File: src/rtl/grid_pixel_gen.sv
// grid_pixel_gen: two-stage pixel colour generator for a GRID_N x GRID_N
// number board with glyphs, cursor fill, thick block lines and a status border.
// Ports: clk, rst (async, active high), video_on, pixel_x/pixel_y (10b),
//        board (GRID_N*GRID_N nibbles, cell (0,0) in MSBs), cur_row/cur_col/
//        cur_valid (cursor), status (01 won, 10 lost), r/g/b (registered
//        4b each), frame_tick (registered one-clock pulse per frame).
// Option: define GRID_CURSOR_BLINK_EN to blink the cursor fill on frame bit 5.
module grid_pixel_gen #(
    parameter int          GRID_N   = 9,
    parameter int          SUB      = 3,
    parameter int          CELL_PX  = 40,
    parameter int          ORIGIN_X = 60,
    parameter int          ORIGIN_Y = 40,
    parameter logic [11:0] BG_COLOR = 12'hEEE
) (
    input  logic                       clk,
    input  logic                       rst,
    input  logic                       video_on,
    input  logic [9:0]                 pixel_x,
    input  logic [9:0]                 pixel_y,
    input  logic [GRID_N*GRID_N*4-1:0] board,
    input  logic [3:0]                 cur_row,
    input  logic [3:0]                 cur_col,
    input  logic                       cur_valid,
    input  logic [1:0]                 status,
    output logic [3:0]                 r,
    output logic [3:0]                 g,
    output logic [3:0]                 b,
    output logic                       frame_tick
);

    localparam int OW     = $clog2(CELL_PX);
    localparam int NCELL  = GRID_N * GRID_N;
    // Grid spans GRID_N pitches plus the 2 px closing edge.
    localparam int GRID_W = GRID_N * CELL_PX + 2;
    // 15x21 glyph box centred in the interior (offsets 1..CELL_PX-1).
    localparam int GX0    = 1 + (CELL_PX - 16) / 2;
    localparam int GY0    = 1 + (CELL_PX - 22) / 2;

    localparam logic [10:0] X0 = 11'(ORIGIN_X);
    localparam logic [10:0] Y0 = 11'(ORIGIN_Y);
    localparam logic [10:0] GW = 11'(GRID_W);
    localparam logic [10:0] BW = 11'(GRID_W - 4);
    localparam logic [3:0]  NQ = 4'(GRID_N);

    typedef enum logic [1:0] {PLAY, WIN, LOSE} state_t;

    function automatic logic [2:0] div3(input logic [OW-1:0] d);
        logic [2:0] q;
        q = '0;
        for (int k = 1; k < 7; k++)
            if (d >= OW'(3 * k)) q = 3'(k);
        return q;
    endfunction

    // 5x7 digit font, row 0 in the MSBs, leftmost column as the row MSB.
    function automatic logic [34:0] font(input logic [3:0] v);
        case (v)
            4'd1:    return 35'b00100_01100_00100_00100_00100_00100_01110;
            4'd2:    return 35'b01110_10001_00001_00010_00100_01000_11111;
            4'd3:    return 35'b11111_00010_00100_00010_00001_10001_01110;
            4'd4:    return 35'b00010_00110_01010_10010_11111_00010_00010;
            4'd5:    return 35'b11111_10000_11110_00001_00001_10001_01110;
            4'd6:    return 35'b00110_01000_10000_11110_10001_10001_01110;
            4'd7:    return 35'b11111_00001_00010_00100_01000_01000_01000;
            4'd8:    return 35'b01110_10001_10001_01110_10001_10001_01110;
            4'd9:    return 35'b01110_10001_10001_01111_00001_00010_01100;
            default: return '0;
        endcase
    endfunction

    // ---------------- stage 1 ----------------
    logic [10:0]   dx, dy;
    logic          on_grid_d, border_d;
    logic [3:0]    row_d, col_d;
    logic [OW-1:0] offx_d, offy_d;

    logic          vid_q, on_grid_q, border_q;
    logic [3:0]    row_q, col_q;
    logic [OW-1:0] offx_q, offy_q;

    assign dx = {1'b0, pixel_x} - X0;
    assign dy = {1'b0, pixel_y} - Y0;

    always_comb begin
        on_grid_d = ({1'b0, pixel_x} >= X0) && (dx < GW) &&
                    ({1'b0, pixel_y} >= Y0) && (dy < GW);
        border_d  = (dx < 11'd4) || (dx >= BW) ||
                    (dy < 11'd4) || (dy >= BW);
        col_d  = '0;
        offx_d = '0;
        row_d  = '0;
        offy_d = '0;
        // Compare against constant cell starts instead of dividing;
        // index GRID_N is the closing edge line.
        for (int c = 0; c <= GRID_N; c++) begin
            if (dx >= 11'(c * CELL_PX)) begin
                col_d  = 4'(c);
                offx_d = OW'(dx - 11'(c * CELL_PX));
            end
            if (dy >= 11'(c * CELL_PX)) begin
                row_d  = 4'(c);
                offy_d = OW'(dy - 11'(c * CELL_PX));
            end
        end
    end

    always_ff @(posedge clk or posedge rst) begin
        if (rst) begin
            vid_q     <= 1'b0;
            on_grid_q <= 1'b0;
            border_q  <= 1'b0;
            row_q     <= '0;
            col_q     <= '0;
            offx_q    <= '0;
            offy_q    <= '0;
        end else begin
            vid_q     <= video_on;
            on_grid_q <= on_grid_d;
            border_q  <= border_d;
            row_q     <= row_d;
            col_q     <= col_d;
            offx_q    <= offx_d;
            offy_q    <= offy_d;
        end
    end

    // ---------------- frame / status ----------------
    logic       ftick_q;
    logic [5:0] fcnt_q;
    state_t     state_q;

    always_ff @(posedge clk or posedge rst) begin
        if (rst) begin
            ftick_q <= 1'b0;
            fcnt_q  <= '0;
        end else begin
            ftick_q <= (pixel_y == 10'd481) && (pixel_x == 10'd0);
            if (ftick_q) fcnt_q <= fcnt_q + 6'd1;
        end
    end

    always_ff @(posedge clk or posedge rst) begin
        if (rst) begin
            state_q <= PLAY;
        end else if (ftick_q) begin
            unique case (status)
                2'b01:   state_q <= WIN;
                2'b10:   state_q <= LOSE;
                default: state_q <= PLAY;
            endcase
        end
    end

    // ---------------- stage 2 ----------------
    logic          thick_x, thick_y, line;
    logic          in_cell, in_box, glyph, fill, cur_hit, cur_show;
    logic [7:0]    idx;
    logic [3:0]    val;
    logic [OW-1:0] gdx, gdy;
    logic [2:0]    gc, gr;
    logic [34:0]   fbits;
    logic [4:0]    rowbits;
    logic [11:0]   border_col, rgb_d, rgb_q;

    always_comb begin
        thick_x = 1'b0;
        thick_y = 1'b0;
        for (int c = 0; c <= GRID_N; c += SUB) begin
            if (col_q == 4'(c)) thick_x = 1'b1;
            if (row_q == 4'(c)) thick_y = 1'b1;
        end
        line = (offx_q == '0) || (thick_x && offx_q == OW'(1)) ||
               (offy_q == '0) || (thick_y && offy_q == OW'(1));

        in_cell = (row_q < NQ) && (col_q < NQ);
        idx     = 8'(row_q) * 8'(GRID_N) + 8'(col_q);
        val     = '0;
        for (int i = 0; i < NCELL; i++)
            if (idx == 8'(i)) val = board[(NCELL - 1 - i) * 4 +: 4];
        if (!in_cell) val = '0;

        gdx    = offx_q - OW'(GX0);
        gdy    = offy_q - OW'(GY0);
        in_box = (offx_q >= OW'(GX0)) && (offx_q < OW'(GX0 + 15)) &&
                 (offy_q >= OW'(GY0)) && (offy_q < OW'(GY0 + 21));
        gc     = div3(gdx);
        gr     = div3(gdy);
        fbits  = font(val);
        rowbits = '0;
        for (int k = 0; k < 7; k++)
            if (gr == 3'(k)) rowbits = fbits[34 - 5 * k -: 5];
        glyph = 1'b0;
        for (int k = 0; k < 5; k++)
            if (gc == 3'(k)) glyph = in_box && rowbits[4 - k];

        fill    = in_cell && (val >= 4'd10);
        cur_hit = cur_valid && (cur_row < NQ) && (cur_col < NQ) &&
                  (row_q == cur_row) && (col_q == cur_col);
`ifdef GRID_CURSOR_BLINK_EN
        cur_show = cur_hit && !fcnt_q[5];
`else
        cur_show = cur_hit;
`endif

        unique case (state_q)
            WIN:     border_col = fcnt_q[4] ? 12'h000 : 12'h0F0;
            LOSE:    border_col = fcnt_q[4] ? 12'h000 : 12'hF00;
            default: border_col = 12'h000;
        endcase

        if (!vid_q)          rgb_d = 12'h000;
        else if (!on_grid_q) rgb_d = BG_COLOR;
        else if (border_q)   rgb_d = border_col;
        else if (line)       rgb_d = 12'h000;
        else if (fill)       rgb_d = 12'hF00;
        else if (glyph)      rgb_d = 12'h008;
        else if (cur_show)   rgb_d = 12'hFF8;
        else                 rgb_d = 12'hFFF;
    end

    always_ff @(posedge clk or posedge rst) begin
        if (rst) rgb_q <= '0;
        else     rgb_q <= rgb_d;
    end

    assign r          = rgb_q[11:8];
    assign g          = rgb_q[7:4];
    assign b          = rgb_q[3:0];
    assign frame_tick = ftick_q;

endmodule

File: config.mk
export PLATFORM = sky130hd
export DESIGN_NAME = grid_pixel_gen
export DESIGN_NICKNAME = d
export VERILOG_FILES = /design/src/rtl/grid_pixel_gen.sv
export SDC_FILE = /design/constraint.sdc
export NUM_CORES = 1
export LEC_CHECK = 0
export ABC_AREA = 1
export CELL_PAD_IN_SITES_DETAIL_PLACEMENT = 0
export CELL_PAD_IN_SITES_GLOBAL_PLACEMENT = 2
export CORE_MARGIN = 2
export CORE_UTILIZATION = 22
export DETAILED_ROUTE_END_ITERATION = 8
export GPL_ROUTABILITY_DRIVEN = 0
export PLACE_DENSITY_LB_ADDON = 0.1
export SETUP_SLACK_MARGIN = 0.5
export SYNTH_ARGS = -nofsm -noshare
export SYNTH_HDL_FRONTEND = slang
export SYNTH_SLANG_ARGS = --single-unit
File: constraint.sdc
create_clock -name clk -period 15.5 [get_ports clk]
set_clock_uncertainty 0.05 [all_clocks]
set_input_delay 1.55 -clock clk [delete_from_list [all_inputs] [get_ports clk]]
set_output_delay 1.55 -clock clk [all_outputs]
set_load 0.03 [all_outputs]
# Yosys cells after proc, flatten, opt, wreduce, memory -nomap -nowiden
# Memories as Yosys holds them, arrays and structs flattened.
# Cells that the tools add are included.
[classes]
n_reduce_logical = 34
multipliers = 1
n_eq_ne = 105
order_cmp = 49
muxes = 163
add_sub_neg = 24
[ops]
columns = ["op", "n"]
rows = [
  ["$mux W4", 98],
  ["$eq A8 B6 Y1 const B", 32],
  ["$eq A8 B7 Y1 const B", 17],
  ["$eq A8 B5 Y1 const B", 16],
  ["$mux W6", 20],
  ["$ge A11 B9 Y1 const B", 8],
  ["$mux W12", 7],
  ["$ge A11 B8 Y1 const B", 6],
  ["$eq A8 B4 Y1 const B", 8],
  ["$sub A6 B6 Y6 const B", 10],
  ["$ge A6 B4 Y1 const B", 8],
  ["$ge A11 B7 Y1 const B", 4],
  ["$mux W5", 7],
  ["$mux W3", 11],
  ["$eq A8 B3 Y1 const B", 4],
  ["$pmux W12 S2", 1],
  ["$sub A6 B4 Y6 const B", 4],
  ["$sub A6 B5 Y6 const B", 4],
  ["$ge A11 B1 Y1 const B", 2],
  ["$ge A11 B6 Y1 const B", 2],
  ["$lt A11 B3 Y1 const B", 2],
  ["$lt A11 B9 Y1 const B", 2],
  ["$sub A10 B6 Y11 const B", 2],
  ["$ge A10 B6 Y1 const B", 2],
  ["33 further kinds", 99],
]
[word_totals]
wordCells = 388
input_bits = 358
regBits = 44
mem_count = 1
mem_bits_ro = 560
[mem_list]
columns = ["memory", "words", "word_bits", "rd", "rd_ports_with_merged_regs", "write_ports", "line_no", "rtl"]
rows = [
  ["(no name shown)", 16, 35, 1, 0, 0, "58", "case (v)"],
]

# Logic depth before layout (Yosys ltp)
# An unclocked memory read counts as a cell.
[logic_depth]
word_depth = 105
depth_mapped = 87
ltp_nobuf = 86

# Worst setup path after synthesis
# OpenSTA, ideal clock, no wires.
[synth_path]
kind = "register to register"
startpoint = "register row_q[0]"
endpoint = "register rgb_q[7]"
path_slack_ns = 8.917
t_arrival_ns = 6.471
path_buffers = 1
period_less_slack_ns = 6.583
path_stages_with_launch = 78
setup_ns = 0.063
cell_sequence = "dfrtp_1 ha_1 ha_1 ha_1 nand2_1 nand2_1 inv_2 nand3b_1 nand2_2 nand3_2 nor2_4 buf_6 nand2_1 or2_2 nand2_1 nand2_1 nand2_1 nand3_1 [... 42 more ...] nand2_2 inv_1 ha_1 inv_1 nand2_1 nand4_1 nand3_1 nor2_1 nand3_1 nand2_1 nand2_1 nand4_1 nand4_1 nor2_1 nand3_1 nand3_1 nand2_1 inv_1"
[synth_via]
elab_chain_cells = 105
elab_cells_between_ends = 203
cone_classes = "1 x add/sub; 1 x mul; 2 x order compare; 83 x eq/ne; 104 x mux; 11 x reduce/logical; 1 x memory"
[synth_rtl]
columns = ["item", "line_no", "rtl"]
rows = [
  ["from (decl)", "79", "logic [3:0] row_q, col_q;"],
  ["from (signal assigned)", "121", "row_q <= row_d;"],
  ["$mul A4 B4 Y8", "177", "idx = 8'(row_q) * 8'(GRID_N) + 8'(col_q);"],
  ["$add A8 B4 Y8", "177", ""],
  ["$logic_not A8 Y1", "180", "if (idx == 8'(i)) val = board[(NCELL - 1 - i) * 4 +: 4];"],
  ["$mux W4 (81 in series)", "180", ""],
  ["$mux W4", "181", "if (!in_cell) val = '0;"],
  ["$mem_v2 Z16 W35", "-", ""],
  ["$mux W5 (7 in series)", "192", "if (gr == 3'(k)) rowbits = fbits[34 - 5 * k -: 5];"],
  ["$logic_and A1 B1 Y1", "195", "if (gc == 3'(k)) glyph = in_box && rowbits[4 - k];"],
  ["$mux W1 (5 in series)", "195", ""],
  ["$mux W12", "217", "else if (glyph) rgb_d = 12'h008;"],
  ["$mux W12", "216", "else if (fill) rgb_d = 12'hF00;"],
  ["$mux W12 (*)", "215", "else if (line) rgb_d = 12'h000;"],
  ["$mux W12 (*)", "214", "else if (border_q) rgb_d = border_col;"],
  ["$mux W12 (*)", "213", "else if (!on_grid_q) rgb_d = BG_COLOR;"],
  ["$mux W12 (*)", "212", "if (!vid_q) rgb_d = 12'h000;"],
  ["to (signal assigned)", "224", "else rgb_q <= rgb_d;"],
  ["to (decl)", "164", "logic [11:0] border_col, rgb_d, rgb_q;"],
]
# Every way passes the cells marked *; elsewhere a longest branch is shown, timed or not.
# A chain may end at the register's enable or synchronous reset.

# Final worst setup path
# Same ends and word-level chain as after synthesis.

==> metrics.cfg <==
[status]
outcome=complete, no violations

[synth]
netlist_top_cells_area=nand2_1 (25%), inv_1 (13%), dfrtp_1 (11%)
yosys_warnings=0
yosysSeqAreaShare_pct=11.3
syn_area_um2=8430
synth_top_area_share_pct=25.5
synth_seq_cells=38
synth_edf_count=0
ys_types=54
synth_top_cell_by_area=nand2_1
netlist_instances=1625
async_reset_ff_share_pct=100
ys.flop_type=dfrtp_1
postSynthAreaPerCell_um2=5.19
syn_nets=2031

[min_path]
hold_class=register to register
hold_depth=1
min_from=fcnt_q[3]
hold_end=fcnt_q[3]

[global_route]
overflow=0
antenna_found_initial=6
grt_start_max_net_pins=39
grt_pass1_wl_mm=63.8
gr-usage-all-layers_pct=20.8
grt_pass1_vias=11000

[run]
max_cap_violations=0

[worst_setup_path]
worst_path_most_repeated_cell=nand2_1
cp_max_fo=23
crit_type=register to register
cpPeakStageDelay_ns=0.46
r2r_start=row_q[0]
worstPathRequired_ns=15.67
crit_start=row_q[0]
ff2ff_setup_slack_ns=6.94
cp_slowest_cell=dfrtp_1
r2r-end=rgb_q[7]
reg2reg_depth=81
cp-end-kind=register
cpLargestDelayFamily=simple AND/OR/NAND/NOR gates
cp-start-kind=register
crit_buf_inv=4
crit_arrival_ns=8.73

[route]
drt_iter0_drc=714
drtAntennaViolNets=0
routed_wl_mm=42.9
drc=0
vias=11200
drt_first_pass_iters=5
viasPerCell=4.46
wire_per_inst_um=17.2

[floorplanning]
die_y_um=200
core_area_um2=37700
die_w_um=200
start_util_pct=22.4
ioPinCount=371
dieArea_um2=39900
std_cell_rows=71

[power]
p_per_area_nw_per_um2=90.7
p_leak_nw=5.97
vdd_drop_max_mv=0.0634

[clock_network]
cts_setup_buffers=0
ctsHoldBuffers=0
cts_tree=done
clk_pin_slew_ns=0.06
cts.sinks=38
cts-htree-levels=2
cts-root-buf=clkbuf_16
numCtsBuffers=5
cts_resized=0
worstSkewPairLatency_ns=0.28
clock_path_buffers=2

[cells_and_area]
nets=2394
multi_input_area_um2=6220
synthToLayoutAreaGrowth_pct=52.8
seq_area_um2=951
drive_gt1_share_pct=5.13
fill_cells=4280
fin_cells=2501

[timing]
max_freq_mhz=117
rsz0062_at_grt=false
worst_pin_slew_ns=0.932
maxSlewViolCount=0
hold_viol=0
layout_setup_ws_ns=6.94
finalCritPeriodShare_pct=55.2
finalSetupViolations=0
slew_headroom_pct=37.3
period_needed_ns=8.56
tns_ns=0

[placement]
hpwl_mm=36.8
dp_cells=2492
place.port_buffers=370
place_ws_ns=6.82

-- metrics by stage --
| step | hold slack (ns) | total power, mW | cell area [um2] | util, % |
|---|---|---|---|---|
| 6_report | 0.428 | 1.17 | 12900 | 34.2 |
| 5_1_grt | 0.465 | 1.32 | 12900 | 34.2 |
| 4_1_cts | 0.428 | 1.18 | 12900 | 34.2 |
| 3_5_place_dp | 0.416 | 1.04 | 12700 | 33.7 |
| 3_3_place_gp | 0.414 | 1.06 | 12700 | 33.7 |
| 2_1_floorplan | 0.396 | 0.729 | 8430 | - |
-- cells in the mapped netlist, drive strengths merged, types with 4 or more instances --
cell type / n
inv: 309
clkbuf: 6
or2: 78
nand3: 102
a21oi: 34
nand3b: 4
o31ai: 6
nor4: 9
nand2: 577
o22ai: 4
o211ai: 8
buf: 9
ha: 47
dfrtp: 38
nor3b: 5
nor3: 10
o21ai: 66
nor2: 192
a31oi: 6
xor2: 20
nand4: 60
xnor2: 5
-- worst max path at each step --
stage	slack (ns)	depth (start not counted)	to
3_5_place_dp	6.82	81	rgb_q[7]
3_3_place_gp	6.82	83	rgb_q[7]
5_1_grt	5.65	81	rgb_q[7]
6_report	6.94	81	rgb_q[7]
2_1_floorplan	8.92	77	rgb_q[7]
4_1_cts	6.76	81	rgb_q[7]
-- state kept, by name (all words and copies together), names as in the netlist --
signal and count:
rgb_q 7, offx_q 6, offy_q 6, fcnt_q 5, col_q 4, row_q 4
state_q 2, border_q 1, frame_tick 1, on_grid_q 1, vid_q 1
-- cell usage in the layout (no fill, tap or decap), types with 2 or more instances in the layout --
| cell type | count |
|---|---|
| a2111oi_0 | 2 |
| a21oi_1 | 34 |
| a221oi_1 | 2 |
| a311oi_1 | 3 |
| a31oi_1 | 6 |
| a41oi_1 | 2 |
| bufinv_16 | 2 |
| clkbuf_16 | 5 |
| clkdlybuf4s50_1 | 370 |
| dfrtp_1 | 38 |
| ha_1 | 47 |
| inv_1 | 302 |
| inv_2 | 7 |
| nand2_1 | 572 |
| nand2_2 | 4 |
| nand3_1 | 99 |
| nand3_2 | 3 |
| nand3b_1 | 4 |
| nand4_1 | 60 |
| nor2_1 | 188 |
| nor2_2 | 2 |
| nor2_4 | 2 |
| nor3_1 | 10 |
| nor3b_1 | 5 |
| nor4_1 | 9 |
| o2111ai_1 | 2 |
| o211ai_1 | 8 |
| o21a_1 | 2 |
| o21ai_0 | 61 |
| o21ai_1 | 5 |
| o21bai_1 | 3 |
| o22ai_1 | 4 |
| o31ai_1 | 6 |
| or2_0 | 3 |
| or2_1 | 3 |
| or2_2 | 72 |
| xnor2_1 | 5 |
| xor2_1 | 20 |
-- layer usage --
| layer | GRT usage, % | part of all wire [%] |
|---|---|---|
| met2 | 39.7 | 51 |
| met5 | 0 | 0.17 |
| met4 | 2.06 | 0.96 |
| met3 | 3.19 | 6.6 |
| met1 | 25.1 | 41 |
-- power by group --
part	switching (mW)	internal [mW]
logic	0.579	0.333
registers	0.0145	0.109
clock network	0.0413	0.0924
-- cell type report --
type                    instances  area share (%)
clock inverters                 3           0.534
well taps                     511            4.96
flip-flops and latches         38            7.38
multi-input cells            1262            48.3
repair buffers                371            28.8
clock buffers                   5           0.971
inverters                     310            9.03
diodes                          1          0.0194
-- kinds of logic after synthesis --
family	Yosys count	share of synthesized area, %
muxes	2	0.252
buffers and inverters	325	14.9
DFF	38	11.3
and+or+nand+nor	1039	53.4
adders and majority gates	48	7.21
AOI/OAI and AO/OA	148	10.4
xor gates and xnor gates	25	2.60
(Power assumes the default switching activity.)
